File: src/rtl/add_tree_sequencer.sv
// Sequential adder tree: loads N unsigned operands, then folds them pairwise
// through a single shared adder in N-1 cycles and presents the batch sum.
module add_tree_sequencer #(
    parameter int IN_W  = 6,
    parameter int LOG2N = 5
) (
    input  logic                    clk,
    input  logic                    rst_n,
    input  logic                    abort,
    input  logic                    in_valid,
    input  logic [IN_W-1:0]         in_data,
    output logic                    in_ready,
    output logic                    out_valid,
    output logic [IN_W+LOG2N-1:0]   out_sum,
    input  logic                    out_ready,
    output logic                    busy
);

    localparam int N     = 1 << LOG2N;
    localparam int OUT_W = IN_W + LOG2N;
    localparam int LVL_W = $clog2(LOG2N + 1);

    typedef enum logic [1:0] {
        LOAD,
        REDUCE,
        DONE
    } state_t;

    state_t           state_q, state_d;
    logic [LOG2N-1:0] load_cnt_q, load_cnt_d;
    logic [LOG2N-1:0] pair_q, pair_d;
    logic [LVL_W-1:0] level_q, level_d;

    logic [OUT_W-1:0] slot_q [N];

    logic [LOG2N-1:0] rd_a, rd_b;
    logic [OUT_W-1:0] add_sum;
    logic [LOG2N:0]   pairs_in_level;
    logic             last_pair, last_level;
    logic             load_we, red_we;

    // Add j of a level reads slots 2j and 2j+1 and writes slot j; writes
    // always land below the read window, so in-place folding is safe.
    assign rd_a           = pair_q << 1;
    assign rd_b           = rd_a | LOG2N'(1);
    assign add_sum        = slot_q[rd_a] + slot_q[rd_b];
    assign pairs_in_level = (LOG2N+1)'(N) >> (level_q + LVL_W'(1));
    assign last_pair      = ({1'b0, pair_q} == pairs_in_level - (LOG2N+1)'(1));
    assign last_level     = (level_q == LVL_W'(LOG2N - 1));

    always_comb begin
        state_d    = state_q;
        load_cnt_d = load_cnt_q;
        pair_d     = pair_q;
        level_d    = level_q;
        in_ready   = (state_q == LOAD);
        out_valid  = (state_q == DONE);
        busy       = (state_q != LOAD);
        out_sum    = (state_q == DONE) ? slot_q[0] : '0;
        load_we    = 1'b0;
        red_we     = 1'b0;

        if (abort) begin
            state_d    = LOAD;
            load_cnt_d = '0;
            pair_d     = '0;
            level_d    = '0;
        end else begin
            case (state_q)
                LOAD: begin
                    if (in_valid) begin
                        load_we    = 1'b1;
                        load_cnt_d = load_cnt_q + LOG2N'(1);
                        if (load_cnt_q == LOG2N'(N - 1)) begin
                            state_d = REDUCE;
                        end
                    end
                end
                REDUCE: begin
                    red_we = 1'b1;
                    if (last_pair) begin
                        pair_d = '0;
                        if (last_level) begin
                            level_d = '0;
                            state_d = DONE;
                        end else begin
                            level_d = level_q + LVL_W'(1);
                        end
                    end else begin
                        pair_d = pair_q + LOG2N'(1);
                    end
                end
                DONE: begin
                    if (out_ready) begin
                        state_d = LOAD;
                    end
                end
                default: state_d = LOAD;
            endcase
        end
    end

    always_ff @(posedge clk or negedge rst_n) begin
        if (!rst_n) begin
            state_q    <= LOAD;
            load_cnt_q <= '0;
            pair_q     <= '0;
            level_q    <= '0;
        end else begin
            state_q    <= state_d;
            load_cnt_q <= load_cnt_d;
            pair_q     <= pair_d;
            level_q    <= level_d;
        end
    end

    always_ff @(posedge clk) begin
        if (load_we) begin
            slot_q[load_cnt_q] <= OUT_W'(in_data);
        end else if (red_we) begin
            slot_q[pair_q] <= add_sum;
        end
    end

endmodule

File: config.mk
export PLATFORM = sky130hd
export DESIGN_NAME = add_tree_sequencer
export DESIGN_NICKNAME = d
export VERILOG_FILES = /design/src/rtl/add_tree_sequencer.sv
export SDC_FILE = /design/constraint.sdc
export NUM_CORES = 1
export LEC_CHECK = 0
export BUFFER_PORTS_ARGS = -buffer_cell sky130_fd_sc_hd__buf_2
export CORE_MARGIN = 2
export CORE_UTILIZATION = 35
export CTS_CLUSTER_SIZE = 14
export DETAILED_ROUTE_END_ITERATION = 8
export GPL_TIMING_DRIVEN = 0
export PLACE_DENSITY = 0.58
export SYNTH_ARGS = -nofsm -noshare
export SYNTH_HDL_FRONTEND = slang
export SYNTH_SLANG_ARGS = --single-unit
File: constraint.sdc
create_clock -name clk -period 4.2 [get_ports clk]
set_input_delay 0.42 -clock clk [delete_from_list [all_inputs] [get_ports clk]]
set_output_delay 0.42 -clock clk [all_outputs]
set_load 0.005 [all_outputs]
After elaboration in Yosys (flattened, before gate mapping):

Memories as Yosys holds them, arrays and structs flattened.
Index checks and enable logic that the tools add are counted.

* bits of input ports: 11
* logic and storage cells: 62
* memories kept: 1
* flip-flop bits (word level): 15
* memory bits (read-only): 0
* bits in latches: 0
* output and inout port bits: 14
* RAM bits: 352

Memories
* slot_q: words 32, width 11, rd ports 3, clocked after memory_dff 0, wr ports 1, line 34 `logic [OUT_W-1:0] slot_q [N];`

* equal/unequal tests: 10
* divide/modulo/power cells: 0
* shift operators: 1
* magnitude comparators: 0
* mux-type cells: 31
* bitwise logic cells: 0
* multipliers: 0
* add/subtract/negate cells: 5
* reductions and logical operators: 10

Operators with widths (count)
* $mux W5: 7
* $mux W11: 2
* $mux W2: 6
* $mux W3: 4
* $add A11 B11 Y11: 1
* $mux W1: 11
* $reduce_or A11 Y1: 1
* $add A5 B1 Y5 const B: 2
* $reduce_bool A2 Y1: 5
* $ne A3 B3 Y1 const B: 3
* $eq A5 B6 Y1: 1
* $ne A3 B2 Y1 const B: 2
* $pmux W2 S3: 1
* $shr A6 B3 Y6 const A: 1
* $sub A6 B1 Y6 const B: 1
* $eq A5 B5 Y1 const B: 1
* $reduce_and A5 Y1: 1
* $reduce_and A2 Y1: 2
* $add A3 B1 Y3 const B: 1
* $eq A3 B3 Y1 const B: 1
* $eq A2 B1 Y1 const B: 1
* $eq A2 B2 Y1 const B: 1
* $logic_not A2 Y1: 1

Logic depth before layout (Yosys ltp):

* depth in word-level cells: 8
* mapped depth: 13
* mapped depth without buffers: 10

Worst setup path before layout:

OpenSTA, ideal clock, no wires.

* path kind: register -> register
* from: register pair_q[0]
* to: memory slot_q[0][5] in the netlist's numbering (data pin)
* library setup time: 454 ps
* setup slack: -340 ps
* buffers on the path: 3
* required time: 3746 ps
* data arrival time: 4086 ps
* stages on the path, launching flop included: 13
* period minus slack after synthesis: 4540 ps
* path through: dfrtp_1 > buf_6 > buf_12 > buf_8 > mux4_1 > mux4_2 > ha_1 > a21o_1 > a21oi_1 > o21bai_1 > a21oi_1 > xor2_1 > o21ai_0

* longest elaborated chain between the ends: 3

RTL lines
* start, declared: line 31 `logic [LOG2N-1:0] pair_q, pair_d;`
* start signal, assigned: line 112 `pair_q <= pair_d;`
* $mem_v2 Z32 W11
* $add A11 B11 Y11: line 46 `assign add_sum = slot_q[rd_a] + slot_q[rd_b];`
* $mux W11 (no source line)
* end, declared: line 34

Every way passes these cells.

Final worst setup path:

* from: register pair_q[0]
* to: memory slot_q[24][8] in the netlist's numbering (data pin)

The elaborated chain is that of the path after synthesis.

==> flow_summary.yaml <==
layout:
  num-nets-final: 899
  num_antenna_cells: 0
  layout_commonest_cell: "edfxtp_1"
  fin_util_pct: 41.5
  fin_area_um2: 18000
  syn_to_final_growth_pct: 16.5
  final_cell_mix: "edfxtp_1 (352), mux4_2 (62), mux4_1 (47), nor2_1 (46), nand2_1 (44)"
  drive_gt1_share_pct: 25.6
power:
  clockPowerShare_pct: 45.2
  ir_drop_mv: 0.227
  combinationalPowerShare_pct: 2.0
  internal_power_mw: 6.09
  pwr-share-seq_pct: 52.9
  switchingPower_mw: 1.48
  power.leakage_nw: 6.07
  power_density_nw_per_um2: 420
  power_mw: 7.57
  p_sw_share_pct: 19.6
sta:
  finalWorstSetupSlack_ns: 0.140
  relSlewSlack_pct: 7.08
  hold_viol: 0
  fmax_ghz: 0.246
  fin_crit_sh_pct: 96.7
  finClkSkew_ns: 0.0213
  rsz0062_at_grt: "false"
  tightest_slew_ns: 1.39
  fin_hold_ws_ns: 0.207
  setup_viol: 0
  min_period_ns: 4.06
  maxSlewViolCount: 0
detailed_routing:
  antenna_left: 0
  totalWireLength_um: 34500
  wl_per_cell_um: 23.3
  drt_iter0_drc: 682
  drt-pass1-iter-count: 5
  dr_total_vias: 7743
  drc_errors: 0
  viasPerCell: 5.24
setup_path:
  rrSetupSlack_ns: 0.14
  cp_max_fo: 10
  startpoint_type: "register"
  r2r_start: "pair_q[0]$_DFFE_PN0P_"
  slowest_stage: "mux4_2"
  cp.arrival_ns: 4.34
  cp-startpoint: "pair_q[0]$_DFFE_PN0P_"
  required_ns: 4.48
  reg2reg_depth: 15
  worst_setup_path_end_kind: "register"
  cp.buffers_inverters: 5
  path_class: "register to register"
  max_stage_delay_ns: 0.53
  path_delay_family: "multiplexers"
  worstPathCellList: "buf_6, buf_12, buf_12, mux4_2, mux4_2, ha_1, fa_2, a21o_1, a21boi_2, o21ai_2, a31oi_2, xor2_2, buf_4, nor2_4, buf_4"
  r2r_end: "slot_q[24][8]$_DFFE_PP_"
cts:
  cts_made_buffers: 39
  clk_pin_slew_ns: 0.06
  root_buffer: "clkbuf_16"
  clkLatencyLatePin_ns: 0.55
  tritoncts: "done"
  clock-sinks: 367
  cts_buffer_depth: 3
  cts_max_level: 2
min_path:
  min_to: "state_q[1]$_DFFE_PN0P_"
  min_path_type: "input port to register"
  min_delay_path_depth: 3
  worstHoldStart: "out_ready"
run_status:
  status: "completed"
global_route:
  grt_pass1_vias: 7753
  grtUsageTotal_pct: 15.0
  grt_pass1_wl_um: 50800
  overflow: 0
  antenna_found_initial: 0
  grt_max_degree: 33
yosys:
  synth_area_leaders: "edfxtp_1 (68%), mux4_2 (8.9%), mux4_1 (8.2%)"
  ys_warn_count: 0
  ys_seq_area_share_pct: 70.8
  yosys_most_used_dff: "edfxtp_1"
  synth_largest_area_cell: "edfxtp_1"
  syn_area_per_cell_um2: 19.9
  syn-instance-count: 775
  synth.top_cell.area_share_pct: 68.4
  syn_area_um2: 15400
  synth-seq-cells: 367
  synth_edf_count: 352
  async_flop_share_pct: 4.09
  ys_types: 52
  synthesis.nets: 806
place:
  dpl.hpwl_um: 22600
  post-place-ws_ns: -1.01
  dpl_cell_area_um2: 16500
  place.gp.congestion: 0.763
  numPortBuffers: 23
floorplanning:
  start_util_pct: 35.6
  io_pins: 25
  rows: 76
  die_w_um: 214
  die-area_um2: 45800
  die_h_um: 214
  core-area_um2: 43400
flow_run:
  max-cap-violations: 0
[area by class of cell]
type	count	area, µm²
Fill cell	3844	25400
Sequential cell	367	10900
Multi-Input combinational cell	366	4310
Clock buffer	45	1020
Tap cell	585	732
Timing Repair Buffer	51	429
Buffer	38	313
Clock inverter	20	234
Inverter	5	18.8
[power by group through the flow]
stage	registers, mW	logic, mW	clock network (mW)
2_1_floorplan	4.08	0.0776	0
3_3_place_gp	4.08	0.119	0
3_5_place_dp	4.08	0.131	0
4_1_cts	4.00	0.142	3.47
5_1_grt	4.00	0.163	3.60
6_report	4.00	0.148	3.42
[worst register-to-register path: stages (launching register included)]
cell and delay [ns]:
dfrtp_1 0.37, buf_6 0.15, buf_12 0.17, buf_12 0.16, mux4_2 0.51, mux4_2 0.53
ha_1 0.26, fa_2 0.37, a21o_1 0.20, a21boi_2 0.18, o21ai_2 0.10, a31oi_2 0.22
xor2_2 0.18, buf_4 0.15, nor2_4 0.04, buf_4 0.20
[how the worst max path moves through the flow]
stage / end / slack, ns / cells after the start
after global placement: slot_q[13][6]$_DFFE_PP_ / -1.35 / 12
final: slot_q[24][8]$_DFFE_PP_ / 0.14 / 15
after detailed placement: slot_q[25][8]$_DFFE_PP_ / -1.01 / 12
after global routing: slot_q[5][8]$_DFFE_PP_ / 0.02 / 15
after floorplan: slot_q[0][6]$_DFFE_PP_ / 0.12 / 13
after CTS: slot_q[19][8]$_DFFE_PP_ / -0.06 / 15
[state kept, by name (all words and copies together), names as in the netlist]
name        count
pair_q          5
load_cnt_q      5
level_q         3
state_q         2
slot_q        352
[cell families after synthesis]
group / share of synthesized area, %
xor+xnor: 1.02
flops: 70.8
fa+ha+maj: 1.67
compound gates: 2.06
simple gates: 5.03
mux: 17.2
buf+inv: 2.13
[cell usage after synthesis, types with 2 or more instances]
cell / number
a21o_1: 5
a21oi_1: 14
a22oi_1: 2
a31oi_1: 4
and2_1: 14
and3_1: 5
buf_12: 4
buf_2: 7
buf_4: 5
buf_6: 2
buf_8: 5
clkbuf_1: 15
dfrtp_1: 15
edfxtp_1: 352
ha_1: 19
inv_1: 5
mux2i_1: 3
mux4_1: 48
mux4_2: 61
nand2_1: 44
nand2b_1: 5
nand3_1: 15
nand3b_1: 2
nand4_1: 2
nor2_1: 55
nor2b_1: 4
nor3_1: 2
nor4_1: 2
o21ai_0: 15
o21bai_1: 2
o31ai_1: 3
or3_1: 3
xnor2_1: 6
xor2_1: 12
[repair_timing]
action,CTS,global route
hold buffers,1,0
hold endpoints to repair,15,0
buffers inserted,13,5
setup endpoints to repair,224,176
pin swaps,5,4
gates resized for setup,19,16
gates cloned,2,0
[metrics by stage]
step | cells | TNS, ns
after floorplan | 775 | 0
after global placement | 1383 | -309.61
after detailed placement | 1392 | -113.23
after CTS | 1472 | -1.61
after global routing | 1477 | 0
final | 1477 | 0
[routing by layer]
metal | up-vias | GRT usage, % | wire [µm]
met5 | - | 0 | 0
met4 | 0 | 4.51 | 774
met3 | 48 | 2.64 | 1800
met2 | 237 | 24.4 | 16500
met1 | 4070 | 20.7 | 15400
li1 | 3388 | - | -
Note: power is estimated with default switching activity, not from simulation.
